[config.mk]
export PLATFORM = sky130hd
export DESIGN_NAME = inv_addkey_mix
export DESIGN_NICKNAME = d
export VERILOG_FILES = /design/src/rtl/inv_addkey_mix.sv
export SDC_FILE = /design/constraint.sdc
export NUM_CORES = 1
export LEC_CHECK = 0
export CAP_MARGIN = 20
export CORE_ASPECT_RATIO = 1.75
export CORE_MARGIN = 4
export CORE_UTILIZATION = 30
export CTS_BUF_LIST = sky130_fd_sc_hd__clkbuf_16
export DETAILED_ROUTE_END_ITERATION = 8
export GPL_ROUTABILITY_DRIVEN = 0
export PLACE_DENSITY = 0.63
export SLEW_MARGIN = 40
export SYNTH_ARGS = -nofsm -noshare
export SYNTH_HDL_FRONTEND = slang
export SYNTH_SLANG_ARGS = --single-unit
export TNS_END_PERCENT = 50
[constraint.sdc]
create_clock -name clk -period 7.2 [get_ports clk]
set_clock_uncertainty 0.05 [all_clocks]
set_input_delay 0.72 -clock clk [delete_from_list [all_inputs] [get_ports clk]]
set_output_delay 0.72 -clock clk [all_outputs]
set_load 0.005 [all_outputs]
[src/rtl/inv_addkey_mix.sv]
// AES decryption round tail: AddRoundKey followed by InvMixColumns (skipped on the last round).
// Define ADDKEY_MIX_PARALLEL_EN to mix all four columns in one cycle instead of one per cycle.
module inv_addkey_mix #(
    parameter int unsigned CLR_ON_DONE = 0
) (
    input  logic         clk,
    input  logic         rst,
    input  logic [127:0] s_in,
    input  logic [127:0] rk_in,
    input  logic         last_round,
    input  logic         in_valid,
    output logic         in_ready,
    output logic [127:0] s_o,
    output logic         out_valid,
    input  logic         out_ready
);

    localparam logic [1:0] IDLE = 2'd0;
    localparam logic [1:0] MIX  = 2'd1;
    localparam logic [1:0] DONE = 2'd2;

    logic [1:0]       state_q, state_d;
    logic [1:0]       cnt_q, cnt_d;
    // Index 0 is the most significant word, i.e. column 0.
    logic [0:3][31:0] work_q, work_d;
    logic [0:3][31:0] s_q, s_d;

    function automatic logic [7:0] xt(input logic [7:0] b);
        return {b[6:0], 1'b0} ^ (b[7] ? 8'h1b : 8'h00);
    endfunction

    function automatic logic [7:0] mul9(input logic [7:0] b);
        return xt(xt(xt(b))) ^ b;
    endfunction

    function automatic logic [7:0] mul11(input logic [7:0] b);
        return xt(xt(xt(b))) ^ xt(b) ^ b;
    endfunction

    function automatic logic [7:0] mul13(input logic [7:0] b);
        return xt(xt(xt(b))) ^ xt(xt(b)) ^ b;
    endfunction

    function automatic logic [7:0] mul14(input logic [7:0] b);
        return xt(xt(xt(b))) ^ xt(xt(b)) ^ xt(b);
    endfunction

    function automatic logic [31:0] inv_mix_col(input logic [31:0] c);
        logic [0:3][7:0] a;
        logic [0:3][7:0] o;
        a = c;
        o[0] = mul14(a[0]) ^ mul11(a[1]) ^ mul13(a[2]) ^ mul9(a[3]);
        o[1] = mul14(a[1]) ^ mul11(a[2]) ^ mul13(a[3]) ^ mul9(a[0]);
        o[2] = mul14(a[2]) ^ mul11(a[3]) ^ mul13(a[0]) ^ mul9(a[1]);
        o[3] = mul14(a[3]) ^ mul11(a[0]) ^ mul13(a[1]) ^ mul9(a[2]);
        return o;
    endfunction

`ifndef ADDKEY_MIX_PARALLEL_EN
    logic [31:0] col_mix;

    // Single shared column multiplier, steered by the column counter.
    always_comb begin
        col_mix = inv_mix_col(work_q[cnt_q]);
    end
`endif

    always_comb begin
        state_d = state_q;
        cnt_d   = cnt_q;
        work_d  = work_q;
        s_d     = s_q;
        case (state_q)
            IDLE: begin
                if (in_valid) begin
                    work_d = s_in ^ rk_in;
                    if (last_round) begin
                        s_d     = s_in ^ rk_in;
                        state_d = DONE;
                    end else begin
                        cnt_d   = 2'd0;
                        state_d = MIX;
                    end
                end
            end
            MIX: begin
`ifdef ADDKEY_MIX_PARALLEL_EN
                s_d = {inv_mix_col(work_q[0]), inv_mix_col(work_q[1]),
                       inv_mix_col(work_q[2]), inv_mix_col(work_q[3])};
                state_d = DONE;
`else
                work_d[cnt_q] = col_mix;
                cnt_d         = cnt_q + 2'd1;
                if (cnt_q == 2'd3) begin
                    s_d     = work_d;
                    state_d = DONE;
                end
`endif
            end
            DONE: begin
                if (out_ready) begin
                    state_d = IDLE;
                    if (CLR_ON_DONE != 0) begin
                        s_d = '0;
                    end
                end
            end
            default: state_d = IDLE;
        endcase
    end

    always_ff @(posedge clk) begin
        if (!rst) begin
            state_q <= IDLE;
            cnt_q   <= 2'd0;
            work_q  <= '0;
            s_q     <= '0;
        end else begin
            state_q <= state_d;
            cnt_q   <= cnt_d;
            work_q  <= work_d;
            s_q     <= s_d;
        end
    end

    assign in_ready  = (state_q == IDLE);
    assign out_valid = (state_q == DONE);
    assign s_o       = s_q;

endmodule
==> metrics.yaml <==
totalNegativeSetupSlack_ps: 0
synth_top_family_by_area: "XOR/XNOR gates"
dpl.cell_count: 2705
status: "complete, no violations"
synth_simple_gate_area_frac: 0.150
final_common_cell: "clkdlybuf4s50_1"
maxCapViolations: 0
htree_levels: 1
drt_iter0_markers: 1522
fillers: 5030
max_stage_delay_ps: 780
post_cts_buffers: 0
drive_gt1_frac: 0.0687
post-dp-hpwl_um: 48200
fp.dieH_um: 309
ys.warnings.count: 0
drtAntennaViolNets: 0
layout.cells.most_common_list: "clkdlybuf4s50_1 (389), nand2_1 (319), dfxtp_1 (258)"
crit_fanout: 20
synthArstFlopShare: 0
rr_worst_depth: 8
p_int_w: 0.00461
path_class: "register to register"
cp_slowest_cell: "dfxtp_2"
ir_drop_v: 0.000471
cp-start-kind: "register"
rsz0062_at_grt: "no"
coreArea_sq_mm: 0.0513
overflow: 0
rows: 110
slew_headroom: 0.391
die_area_sq_mm: 0.0557
path_clk_slew_ps: 60
synthMuxAreaShare: 0.0470
power_density_mw_per_mm2: 405
fp.dieW_um: 180
grt_max_degree: 96
vias: 15441
startpoint: "cnt_q[0]"
wl_per_cell_um: 24.1
synthToLayoutAreaGrowth_pct: 34.4
drv_slew: 0
crit_path_end_kind: "register"
worstMarginPinSlew_ps: 906
ctsHoldBuffers: 0
insertion_delay_ps: 570
swShare: 0.456
crit_arrival_ps: 4820
antenna_found_initial: 1
fmax_mhz: 228
synthDistinctLibCells: 52
grt_pass1_wl_um: 96000
final_hold_viol_count: 0
post_cts_resize_count: 0
grt_pass1_vias: 15150
synth_cells: 1778
avgSynthCellArea_sq_um: 8.75
seq_area_frac_synth: 0.335
syn-num-nets: 2043
p_clk_frac: 0.177
synth_compound_area_frac: 0.197
io-pin-count: 391
p_comb_frac: 0.614
grt.total_usage: 0.223
synth_edf_count: 0
avgViaCountPerCell: 5.61
synth_ff_type: "dfxtp_1"
cts_made_buffers: 27
cp.required_ps: 7640
holdCritPathClass: "register to register"
cts_root_buffer: "clkbuf_16"
port_buffers: 390
synthXorXnorAreaFrac: 0.225
reg2reg_slack_ps: 2820
worstPathCellList: "buf_4, mux4_2, xnor2_2, xnor3_2, xor2_1, xnor2_1, o211ai_1, a21oi_1"
switching_power_w: 0.00387
cts_buffer_depth: 3
min_period_over_period: 0.608
nets: 2327
setup_slack_ps: 2820
r2r_start: "cnt_q[0]"
layout_min_cycle_time_ps: 4380
place_ws_ps: 2820
fin_cells: 2754
r2r_end: "s_o[74]"
routed_wl_um: 66400
start_util: 0.303
p_leak_nw: 7.49
cts_num_sinks: 260
dr.pass1.iters: 6
drc: 0
cp-endpoint: "s_o[74]"
cts_tree: "done"
seq_power_share: 0.209
ys_ff_latch: 260
setup_violations: 0
synth_adder_area_share: 0.00322
syn_area_sq_mm: 0.0156
[worst max-delay path: cells and delay by family (launching register included)]
kind | cells | cell delay [ps]
flip-flops | 1 | 780
buffers and inverters | 1 | 500
AO/OA/AOI/OAI | 2 | 510
multiplexers | 1 | 730
XOR/XNOR | 4 | 1700
[registers in the layout (all words and copies together), names as in the netlist]
name	cells
work_q	128
state_q	2
s_o	128
cnt_q	2
[kinds of logic after synthesis]
family / Yosys count
AND/OR/NAND/NOR: 554
AO/OA/AOI/OAI: 469
XOR/XNOR: 299
flip-flops: 260
buffers and inverters: 159
multiplexers: 33
adder cells (fa/ha/maj): 4
[cell type report]
class	count	area (sq um)	share of cell area
Multi-Input combinational cell	1359	9820	0.470
Sequential cell	260	5210	0.249
Timing Repair Buffer	407	4090	0.195
Tap cell	672	841	0.0402
Clock buffer	28	701	0.0335
Clock inverter	20	218	0.0104
Inverter	7	28.8	0.00138
Antenna cell	1	2.50	0.000120
[cell usage after synthesis, types with 4 or more instances]
library cell | n | area (sq um)
o31ai_1 | 18 | 135
o211ai_1 | 10 | 75.1
ha_1 | 4 | 50.1
a22o_1 | 16 | 140
o21a_1 | 12 | 90.1
xnor2_1 | 178 | 1560
xnor3_2 | 4 | 95.1
nand2_1 | 321 | 1200
buf_2 | 12 | 60.1
nand3_1 | 47 | 235
a22oi_1 | 17 | 128
buf_1 | 18 | 67.6
dfxtp_1 | 260 | 5200
clkbuf_1 | 113 | 424
clkinv_1 | 4 | 15.0
or3_1 | 18 | 113
o41ai_1 | 16 | 140
a221o_1 | 6 | 60.1
buf_4 | 5 | 37.5
nor3_1 | 82 | 410
a221oi_1 | 42 | 368
a32o_1 | 16 | 160
a221oi_2 | 11 | 165
xnor2_2 | 10 | 163
a31oi_1 | 22 | 138
mux4_2 | 32 | 721
o22ai_1 | 4 | 25.0
xnor3_1 | 46 | 1040
xor3_1 | 4 | 95.1
a21oi_1 | 159 | 796
o21ai_0 | 109 | 546
nor2_1 | 74 | 278
xor2_1 | 54 | 473
[how the worst min path moves through the flow]
stage                         from  cells past startpoint  endpoint  slack [ps]
after floorplan           s_o[109]                      2  s_o[109]         380
after global placement     s_o[73]                      2   s_o[73]         390
after detailed placement   s_o[59]                      2   s_o[59]         390
after CTS                 s_o[126]                      2  s_o[126]         410
after global routing       s_o[98]                      2   s_o[98]         420
final                      s_o[95]                      2   s_o[95]         400
[per-stage QoR]
stage	hold WS [ps]	instance area (sq um)	util	total power [W]
2_1_floorplan	385	15600	-	0.00506
3_3_place_gp	387	19800	0.386	0.00680
3_5_place_dp	394	20000	0.389	0.00687
4_1_cts	405	20900	0.407	0.00839
5_1_grt	422	20900	0.407	0.00873
6_report	401	20900	0.407	0.00848
[per-layer routing]
metal  vias up  track usage  routed length, um
li1       6907            -                  -
met1      7397        0.242              22500
met2       932        0.416              34500
met3       205       0.0341               5120
met4         0        0.121               4270
met5         -            0                  0
[power groups by stage]
| stage | sequential (W) | combinational [W] | clock [W] |
|---|---|---|---|
| floorplan | 0.00173 | 0.00333 | 0 |
| global placement | 0.00179 | 0.00501 | 0 |
| detailed placement | 0.00179 | 0.00507 | 0 |
| CTS | 0.00176 | 0.00511 | 0.00152 |
| global route | 0.00179 | 0.00537 | 0.00157 |
| finish | 0.00177 | 0.00520 | 0.00150 |
Power figures use the tool's default switching activity.
